==> src/rtl/tsi_pkg.sv <==
// Shared definitions for the TSI memory responder: command encodings and FSM states.
package tsi_pkg;

  localparam int TSI_WORD_BITS = 32;

  localparam logic [TSI_WORD_BITS-1:0] TSI_CMD_READ  = 32'd0;
  localparam logic [TSI_WORD_BITS-1:0] TSI_CMD_WRITE = 32'd1;

  typedef enum logic [3:0] {
    S_CMD     = 4'd0,
    S_ADDR_LO = 4'd1,
    S_ADDR_HI = 4'd2,
    S_LEN_LO  = 4'd3,
    S_LEN_HI  = 4'd4,
    S_WDATA   = 4'd5,
    S_WREQ    = 4'd6,
    S_RREQ    = 4'd7,
    S_RRESP   = 4'd8,
    S_RSEND   = 4'd9
  } tsi_state_e;

endpackage

==> src/rtl/tsi_mem_responder.sv <==
// Parses host TSI packets (cmd, 64-bit address, 64-bit length, data) and turns
// them into one memory request per word, streaming read data back to the host.
module tsi_mem_responder
  import tsi_pkg::*;
#(
  parameter int ADDR_BITS      = 64,
  parameter bit ERR_ON_BAD_CMD = 1'b1
) (
  input  logic                     clock,
  input  logic                     reset,
  input  logic                     tsi_in_valid,
  output logic                     tsi_in_ready,
  input  logic [TSI_WORD_BITS-1:0] tsi_in_bits,
  output logic                     tsi_out_valid,
  input  logic                     tsi_out_ready,
  output logic [TSI_WORD_BITS-1:0] tsi_out_bits,
  output logic                     mem_req_valid,
  input  logic                     mem_req_ready,
  output logic                     mem_req_wen,
  output logic [ADDR_BITS-1:0]     mem_req_addr,
  output logic [TSI_WORD_BITS-1:0] mem_req_wdata,
  input  logic                     mem_resp_valid,
  output logic                     mem_resp_ready,
  input  logic [TSI_WORD_BITS-1:0] mem_resp_rdata,
  output logic                     busy,
  output logic                     bad_cmd
);

  tsi_state_e               state_r;
  logic                     is_write_r;
  logic [ADDR_BITS-1:0]     addr_r;
  logic [63:0]              count_r;
  logic [TSI_WORD_BITS-1:0] wdata_r;
  logic [TSI_WORD_BITS-1:0] rdata_r;
  logic                     bad_cmd_r;

  logic                     in_fire_s;
  logic                     req_fire_s;
  logic                     resp_fire_s;
  logic                     out_fire_s;
  logic [63:0]              addr_ext_s;
  logic [ADDR_BITS-1:0]     addr_lo_load_s;
  logic [ADDR_BITS-1:0]     addr_hi_load_s;
  logic [ADDR_BITS-1:0]     addr_next_s;

  assign in_fire_s   = tsi_in_valid & tsi_in_ready;
  assign req_fire_s  = mem_req_valid & mem_req_ready;
  assign resp_fire_s = mem_resp_valid & mem_resp_ready;
  assign out_fire_s  = tsi_out_valid & tsi_out_ready;

  // The low address word clears the upper half, so the high word can simply be OR-ed in.
  assign addr_ext_s     = 64'(addr_r);
  assign addr_lo_load_s = ADDR_BITS'({32'd0, tsi_in_bits});
  assign addr_hi_load_s = ADDR_BITS'({tsi_in_bits, 32'd0} | addr_ext_s);
  assign addr_next_s    = addr_r + ADDR_BITS'(3'd4);

  // Every output is a decode of the state register or a plain register.
  assign tsi_in_ready   = (state_r == S_CMD)    || (state_r == S_ADDR_LO) ||
                          (state_r == S_ADDR_HI) || (state_r == S_LEN_LO)  ||
                          (state_r == S_LEN_HI)  || (state_r == S_WDATA);
  assign mem_req_valid  = (state_r == S_WREQ) || (state_r == S_RREQ);
  assign mem_req_wen    = (state_r == S_WREQ);
  assign mem_req_addr   = addr_r;
  assign mem_req_wdata  = wdata_r;
  assign mem_resp_ready = (state_r == S_RRESP);
  assign tsi_out_valid  = (state_r == S_RSEND);
  assign tsi_out_bits   = rdata_r;
  assign busy           = (state_r != S_CMD);
  assign bad_cmd        = bad_cmd_r;

  // Packet parser and memory sequencer.
  always_ff @(posedge clock) begin
    if (reset) begin
      state_r    <= S_CMD;
      is_write_r <= 1'b0;
      addr_r     <= '0;
      count_r    <= 64'd0;
      wdata_r    <= 32'd0;
      rdata_r    <= 32'd0;
      bad_cmd_r  <= 1'b0;
    end else begin
      case (state_r)
        S_CMD: begin
          if (in_fire_s) begin
            if (tsi_in_bits == TSI_CMD_READ) begin
              is_write_r <= 1'b0;
              state_r    <= S_ADDR_LO;
            end else if (tsi_in_bits == TSI_CMD_WRITE) begin
              is_write_r <= 1'b1;
              state_r    <= S_ADDR_LO;
            end else if (ERR_ON_BAD_CMD) begin
              bad_cmd_r <= 1'b1;
            end
          end
        end
        S_ADDR_LO: begin
          if (in_fire_s) begin
            addr_r  <= addr_lo_load_s;
            state_r <= S_ADDR_HI;
          end
        end
        S_ADDR_HI: begin
          if (in_fire_s) begin
            addr_r  <= addr_hi_load_s;
            state_r <= S_LEN_LO;
          end
        end
        S_LEN_LO: begin
          if (in_fire_s) begin
            count_r <= {32'd0, tsi_in_bits};
            state_r <= S_LEN_HI;
          end
        end
        S_LEN_HI: begin
          if (in_fire_s) begin
            count_r <= {tsi_in_bits, count_r[31:0]};
            state_r <= is_write_r ? S_WDATA : S_RREQ;
          end
        end
        S_WDATA: begin
          if (in_fire_s) begin
            wdata_r <= tsi_in_bits;
            state_r <= S_WREQ;
          end
        end
        S_WREQ: begin
          if (req_fire_s) begin
            addr_r <= addr_next_s;
            if (count_r == 64'd0) begin
              state_r <= S_CMD;
            end else begin
              count_r <= count_r - 64'd1;
              state_r <= S_WDATA;
            end
          end
        end
        S_RREQ: begin
          if (req_fire_s) begin
            state_r <= S_RRESP;
          end
        end
        S_RRESP: begin
          if (resp_fire_s) begin
            rdata_r <= mem_resp_rdata;
            state_r <= S_RSEND;
          end
        end
        S_RSEND: begin
          if (out_fire_s) begin
            addr_r <= addr_next_s;
            if (count_r == 64'd0) begin
              state_r <= S_CMD;
            end else begin
              count_r <= count_r - 64'd1;
              state_r <= S_RREQ;
            end
          end
        end
        default: state_r <= S_CMD;
      endcase
    end
  end

endmodule

==> config.mk <==
export PLATFORM = sky130hd
export DESIGN_NAME = tsi_mem_responder
export DESIGN_NICKNAME = d
export VERILOG_FILES = /design/src/rtl/tsi_pkg.sv /design/src/rtl/tsi_mem_responder.sv
export SDC_FILE = /design/constraint.sdc
export NUM_CORES = 1
export LEC_CHECK = 0
export BUFFER_PORTS_ARGS = -buffer_cell sky130_fd_sc_hd__buf_2
export CELL_PAD_IN_SITES_DETAIL_PLACEMENT = 1
export CELL_PAD_IN_SITES_GLOBAL_PLACEMENT = 1
export CORE_MARGIN = 2
export CORE_UTILIZATION = 35
export CTS_CLUSTER_DIAMETER = 200
export DETAILED_ROUTE_END_ITERATION = 16
export PLACE_DENSITY = 0.78
export SLEW_MARGIN = 20
export SYNTH_ARGS = -nofsm -noshare
export SYNTH_HDL_FRONTEND = slang
export SYNTH_SLANG_ARGS = --single-unit
==> constraint.sdc <==
create_clock -name clock -period 2.95 [get_ports clock]
set_input_delay 0.885 -clock clock [delete_from_list [all_inputs] [get_ports clock]]
set_output_delay 0.885 -clock clock [all_outputs]
set_load 0.02 [all_outputs]
**Word level (Yosys, flattened, before mapping)**

Index checks and enable logic that the tools add are counted.

- Add/sub/neg operators: 2
- Bitwise gates (word level): 8
- Reductions and logical operators: 22
- Muxes and demuxes: 28
- Equal/unequal tests: 21

Operators by type and width:

| kind | count |
|---|---|
| 64-bit two-way mux | 8 |
| 64-bit case mux with 4 select lines | 2 |
| 64-bit by 3-bit adder with 64-bit output (second input constant) | 1 |
| 64-bit zero test | 1 |
| 64-bit OR | 1 |
| 64-bit by 1-bit subtractor with 64-bit output (second input constant) | 1 |
| 4-bit two-way mux | 12 |
| 4-bit case mux with 10 select lines | 1 |
| 32-bit by 1-bit equality test with 1-bit output (second input constant) | 1 |
| 32-bit zero test | 1 |
| 4-bit by 3-bit equality test with 1-bit output (second input constant) | 4 |
| 5-bit AND reduction | 3 |
| 2-bit != test (second input constant) | 7 |
| 4-bit nonzero test | 3 |
| 11-bit AND reduction | 1 |
| 4-bit by 2-bit equality test with 1-bit output (second input constant) | 2 |
| 4-bit equality test (second input constant) | 2 |
| 1-bit logical OR | 6 |
| 3-bit two-way mux | 2 |
| 2-bit by 1-bit != test with 1-bit output (second input constant) | 3 |
| 1-bit bitwise AND | 4 |
| 4-bit by 1-bit equality test with 1-bit output (second input constant) | 1 |
| 4-bit zero test | 1 |
| 2-bit AND reduction | 2 |
| other kinds (8) | 11 |

- Register bits after elaboration: 198
- Logic and storage cells: 89

**Depth between registers and ports, before layout**

Gate-level depths: netlist (run 1).

- Depth in word-level cells: 9
- Depth in mapped cells: 10
- Mapped depth without buffers: 8

**Worst setup path after synthesis (run 1)**

No wires, ideal clock.

- Kind: register -> register
- From: register count_r[56]
- To: register count_r[17]
- Path buffers: 3
- Cell stages (with the launch flop): 10
- Clock period less this slack: 2584 ps
- Path slack: 366 ps
- Arrival: 2465 ps
- Library setup time: 119 ps
- Data required time: 2831 ps
- Cells stage by stage: dfxtp_1 -> or4_1 -> buf_2 -> or4_4 -> nor4b_4 -> and4_1 -> buf_4 -> buf_6 -> nor3_1 -> o221a_1

- Cells in the longest elaborated chain, start to end: 4
- Elaborated cells on any way between the ends: 5
- Classes of those cells: mux: 4; reduce/logical: 1

Ends and longest elaborated chain:

| element | line | source |
|---|---|---|
| start: declaration | tsi_mem_responder.sv:32 | `logic [63:0] count_r;` |
| start signal: assignment | tsi_mem_responder.sv:110 | `count_r <= {32'd0, tsi_in_bits};` |
| start signal: assignment | tsi_mem_responder.sv:116 | `count_r <= {tsi_in_bits, count_r[31:0]};` |
| start signal: assignment | tsi_mem_responder.sv:132 | `count_r <= count_r - 64'd1;` |
| 64-bit zero test (*) | tsi_mem_responder.sv:129, tsi_mem_responder.sv:151 |  |
| 64-bit two-way mux (*) | n/a |  |
| 64-bit two-way mux, on equally long branches | n/a |  |
| 64-bit case mux with 4 select lines (*) | n/a |  |

Every way passes the cells marked *; elsewhere a longest branch is shown, timed or not. The select of a mux whose other input is x is not followed.
A chain may end at the register's enable or synchronous reset.

**Worst setup path in the final report (run 1)**

- From: register count_r[36]
- To: register count_r[50]

- Cells in the longest elaborated chain, start to end: 4
- Elaborated cells on any way between the ends: 6
- Classes of those cells: add/sub: 1; mux: 4; reduce/logical: 1

Ends and longest elaborated chain:

| element | line | source |
|---|---|---|
| 64-bit by 1-bit subtractor with 64-bit output / 64-bit zero test (equally long branches) | n/a |  |
| 64-bit two-way mux (*) | tsi_mem_responder.sv:129, tsi_mem_responder.sv:151 |  |
| 64-bit two-way mux, on equally long branches | tsi_mem_responder.sv:149, tsi_mem_responder.sv:127 |  |
| 64-bit case mux with 4 select lines (*) | tsi_mem_responder.sv:82 | `case (state_r)` |

Marked as above.

==> flow_summary.toml, run 1 <==
[placement]
place.gp.congestion = 0.925
portBuffers = 204
hpwl_mm = 37.3

[global_route]
grt_antenna_before_repair = 3
grt_max_degree = 131
grt-ovfl-total = 0
grt.total_usage = 0.312
grt_pass1_wl_mm = 81.4
grt_pass1_vias = 13600

[routing]
wl_per_cell_um = 24.3
first_iter_violations = 1535
dr_total_vias = 14100
wirelength_met1_mm = 21.3
first_pass_iters = 6
via_per_inst = 6.39
wl_met3_mm = 4.59
routed_wl_mm = 53.7
met2_length_mm = 24.5
drc = 0
top_layer = "met5"
ant_nets = 0

[cts]
cts.sink_count = 198
clockBufferDepth = 2
insertion_delay_ns = 0.46
ctsHtreeMaxLevel = 4
cts_tree = "built"
clk_pin_slew_ns = 0.08
cts_buffers = 17
ctsHoldBuffers = 0
post_cts_buffers = 0
post_cts_resized = 0
root_buffer = "clkbuf_16"

[yosys]
synthTopCellsByArea = "dfxtp_1 (35%), nand2_1 (7.6%), a21oi_1 (6.6%), nor2_1 (4.2%), clkbuf_1 (3.5%)"
yosysWarnings = 0
synth_area_leader_cell = "dfxtp_1"
synth_cell_types = 76
synth.yosys.seq_area_share = 0.347
ys.flop_type = "dfxtp_1"
synth_cells = 1548
syn_area_mm2 = 0.0114
syn_area_per_cell_um2 = 7.38
synth_top_area_frac = 0.347
syn-num-nets = 1621
synth-edff-count = 0
ys_ff_latch = 198
ys_async_sr_fraction = 0

[finish]
final_cell_mix = "nand2_1 (231), buf_2 (203), dfxtp_1 (198)"
drive_gt1_frac = 0.214
num-fill-cells = 4183
fin_nets = 1826
final_common_cell = "nand2_1"
multi_input_area_mm2 = 0.00686
synthToLayoutAreaGrowth_pct = 22.7
regArea_mm2 = 0.00396

[timing]
drv_slew = 0
finalCriticalPeriod_ns = 2.89
worst_pin_slew_ns = 0.741
finClkSkew_ns = 0.0112
rsz0062_at_grt = "false"
slew_headroom = 0.506
setup_tns_ns = 0
hold_violations = 0
finalCritPeriodShare = 0.981
fmaxAchievable_mhz = 345
setup_viol = 0

[power_and_ir_drop]
p_per_area_mw_per_mm2 = 447
peakVddDrop_v = 0.000410
power_mw = 6.27
p_leak_nw = 5.34

[setup_path]
cp-endpoint = "count_r[50]"
worstReg2RegEnd = "count_r[50]"
required_ns = 3.27
r2r_cells = 7
critPathLaunch = "count_r[36]"
path_class = "reg2reg"
cp.arrival_ns = 3.21
r2r_setup_slack_ns = 0.06
cp-end-kind = "flip-flop"
start_kind = "flip-flop"
rr_startpoint = "count_r[36]"
cp_max_fo = 7

[floorplan]
die_h_um = 185
die_x_um = 185
num_rows = 66
pin_count = 205
dieArea_mm2 = 0.0341
initial_core_util = 0.353
core_mm2 = 0.0324

[status]
outcome = "finished clean"

[job]
maxCapViolCount = 0

[worst_hold_path]
worst_hold_path.num_cells = 2
hold_path_class = "reg2reg"
-- power breakdown --
group	internal [mW]	total, mW	switching (mW)
Sequential	2.72	2.81	0.0840
Combinational	0.324	0.989	0.666
Clock	1.22	2.47	1.25
Total	4.26	6.27	2.00
-- critical path, cell delays in order, from the launching register on --
cell,delay [ns]
dfxtp_1,0.38
or4_1,0.58
or3_1,0.41
buf_4,0.19
nor2_1,0.37
a31oi_1,0.17
o311ai_0,0.47
nand3_1,0.17
-- sequential cells by signal, indices dropped and copies added (netlist names) --
| name | flops |
|---|---|
| count_r | 64 |
| mem_req_addr | 64 |
| mem_req_wdata | 32 |
| tsi_out_bits | 32 |
| state_r | 4 |
| bad_cmd | 1 |
| is_write_r | 1 |
-- cell families (layout without fill, tap and decap cells) --
family / after synthesis / count (layout) / synth area share
adders and majority gates: 3 / 3 / 0.00329
xor gates and xnor gates: 1 / 1 / 0.000767
buffers and inverters: 159 / 377 / 0.0565
and+or+nand+nor: 663 / 663 / 0.282
other: 0 / 1 / 0
DFF: 198 / 198 / 0.347
AOI/OAI and AO/OA: 523 / 523 / 0.309
muxes: 1 / 1 / 0.000876
-- stage by stage --
stage	hold slack [ns]	setup slack (ns)	utilization	instances	cell area [µm²]
CTS	0.458	0.0361	0.433	2208	14000
floorplan	0.448	0.366	-	1548	11400
detailed placement	0.447	0.0167	0.415	2176	13400
finish	0.455	0.0553	0.433	2209	14000
global route	0.472	0.0257	0.433	2209	14000
global placement	0.439	0.0223	0.415	2176	13400
-- cell usage after synthesis (all sizes together) (30+ instances only) --
| master | instances |
|---|---|
| nand3 | 64 |
| nor4 | 46 |
| dfxtp | 198 |
| o21ai | 67 |
| o31ai | 50 |
| a31oi | 46 |
| o311ai | 34 |
| nor3 | 62 |
| nor2 | 129 |
| inv | 30 |
| nand2 | 233 |
| clkbuf | 107 |
| a21oi | 151 |
-- metal layers --
layer / vias to the layer above / GRT usage
met5: - / 0
met4: 2 / 0.190
met3: 164 / 0.0650
met2: 690 / 0.490
met1: 6981 / 0.391
li1: 6282 / -
-- worst min path at each step --
stage / to / from / slack (ns)
global placement: tsi_out_bits[2] / tsi_out_bits[2] / 0.44
floorplan: count_r[45] / count_r[45] / 0.45
global route: tsi_out_bits[7] / tsi_out_bits[7] / 0.47
finish: tsi_out_bits[10] / tsi_out_bits[10] / 0.45
detailed placement: tsi_out_bits[15] / tsi_out_bits[15] / 0.45
CTS: tsi_out_bits[15] / tsi_out_bits[15] / 0.46
-- area by class of cell --
class	count	share of cell area
clock buffers	18	0.0306
well taps	442	0.0394
diodes	1	0.000178
inverters	30	0.00803
clock inverters	14	0.0112
multi-input cells	1191	0.489
repair buffers	315	0.139
flip-flops and latches	198	0.283
No activity file was read; power rests on OpenSTA's default activity.
==> inputs of run 2 (changes only) <==
- GPL_TIMING_DRIVEN: not set -> 0
- clock period: 2.95 -> 2.74 ns (I/O delays scaled with it)
==> run 2 against run 1 <==
Against the previous run: the run now ends with setup timing left; fmax rose by 3.7%; sequential cell count did not move; highest routed layer is now met4; final area rose by 5.2%; power rose by 9.3%; sequential power rose by 7.5%; clock power rose by 7%; combinational power rose by 19%; via count rose by 7.2%.
==> flow_summary.toml, run 2 (synthesis gave the netlist of run 1 again) <==
[job]
maxCapViolCount = 0

[finish]
final_cell_mix = "nand2_1 (231), buf_2 (212), dfxtp_1 (191)"
drive_gt1_frac = 0.239
fin_nets = 1882
final_common_cell = "nand2_1"
synthToLayoutAreaGrowth_pct = 29.1

[timing]
finalCriticalPeriod_ns = 2.79
finalCritPeriodShare = 1.02
drv_slew = 0
worst_pin_slew_ns = 1.19
fin_ws_ns = -0.0523
slew_headroom = 0.208
setup_viol = 6
rsz0062_at_grt = "true"
hold_violations = 0
fmaxAchievable_mhz = 358
finClkSkew_ns = 0.0145
timing.hold.ws_ns = 0.452

[routing]
routed_wl_mm = 66.0
first_pass_iters = 5
wl_per_cell_um = 29.1
ant_nets = 0
drc = 0
dr_total_vias = 15100
first_iter_violations = 1745
via_per_inst = 6.69

[global_route]
grt_antenna_before_repair = 2
grt_pass1_wl_mm = 94.7
grt_pass1_vias = 15100
grt.total_usage = 0.374
grt-ovfl-total = 0
grt_max_degree = 21

[cts]
cts_tree = "built"
insertion_delay_ns = 0.47
ctsHtreeMaxLevel = 4
root_buffer = "clkbuf_16"
cts.sink_count = 198
cts_buffers = 17
clockBufferDepth = 2
clk_pin_slew_ns = 0.09

[setup_path]
required_ns = 3.11
cp_max_fo = 8
r2r_setup_slack_ns = -0.05
path_class = "reg2reg"
cp-end-kind = "flip-flop"
start_kind = "flip-flop"
cp.arrival_ns = 3.16

[floorplan]
core_mm2 = 0.0324
die_x_um = 185
die_h_um = 185
dieArea_mm2 = 0.0341
num_rows = 66
pin_count = 205
initial_core_util = 0.353

[status]
violations = "setup timing"
outcome = "finished with violations"

[placement]
hpwl_mm = 45.1
place.gp.congestion = 0.986
portBuffers = 202

[power_and_ir_drop]
power_mw = 6.85
peakVddDrop_v = 0.000405
p_per_area_mw_per_mm2 = 465
p_leak_nw = 5.53

[worst_hold_path]
hold_path_class = "reg2reg"
==> run 2: worst max-delay path, cell delays in order (launching register included) <==
cell and delay, ns:
dfxtp_4 0.35, or4_4 0.52, or4_4 0.46, nor4b_4 0.41, and4_4 0.33, buf_12 0.16, buf_12 0.15, nor3_1 0.06
o221a_1 0.25
==> run 2: final timing paths <==
| kind | depth (start not counted) | startpoint | endpoint |
|---|---|---|---|
| max | 8 | count_r[57] | count_r[24] |
| min reg2reg | 2 | mem_req_wdata[21] | mem_req_wdata[21] |
| min | 2 | mem_req_wdata[21] | mem_req_wdata[21] |
| max reg2reg | 8 | count_r[57] | count_r[24] |
==> run 2: what timing repair did <==
item | 4_1_cts | 5_1_grt
pin swaps | 21 | 27
buffers inserted | 21 | 19
cloned | 2 | 5
resized for setup | 131 | 119
hold buffers | 0 | 0
endpoints found under the setup margin | 162 | 150
==> run 2: cell type report <==
type	count	area, µm²
fillers	4135	17600
multi-input cells	1191	7330
flip-flops and latches	198	3980
repair buffers	248	1480
plain buffers	123	709
well taps	442	553
clock buffers	17	425
clock inverters	15	155
inverters	30	113
diodes	1	2.50
==> run 2: power by group <==
group	switching, mW	internal [mW]	total (mW)	leakage (nW)
clock network	1.42	1.23	2.65	0.282
logic	0.830	0.349	1.18	3.64
registers	0.0916	2.93	3.02	1.60
total	2.34	4.51	6.85	5.53
==> run 2: per-stage QoR <==
stage	instance area [µm²]	std cells	setup WS, ns	utilization	setup TNS (ns)
after floorplan	11400	1548	0.156	-	0
after global placement	13000	2192	-0.951	0.401	-82.24
after detailed placement	13000	2192	-0.980	0.401	-89.55
after CTS	14200	2243	-0.152	0.438	-6.34
after global routing	14700	2264	-0.0998	0.455	-1.25
final	14700	2265	-0.0523	0.456	-0.153
==> run 2: routing by layer <==
metal | track usage | up-vias | part of all wire
met3 | 0.117 | 330 | 0.12
met2 | 0.559 | 1038 | 0.43
met1 | 0.447 | 7345 | 0.37
li1 | - | 6429 | -
met4 | 0.288 | 0 | 0.082
met5 | 0 | - | 0
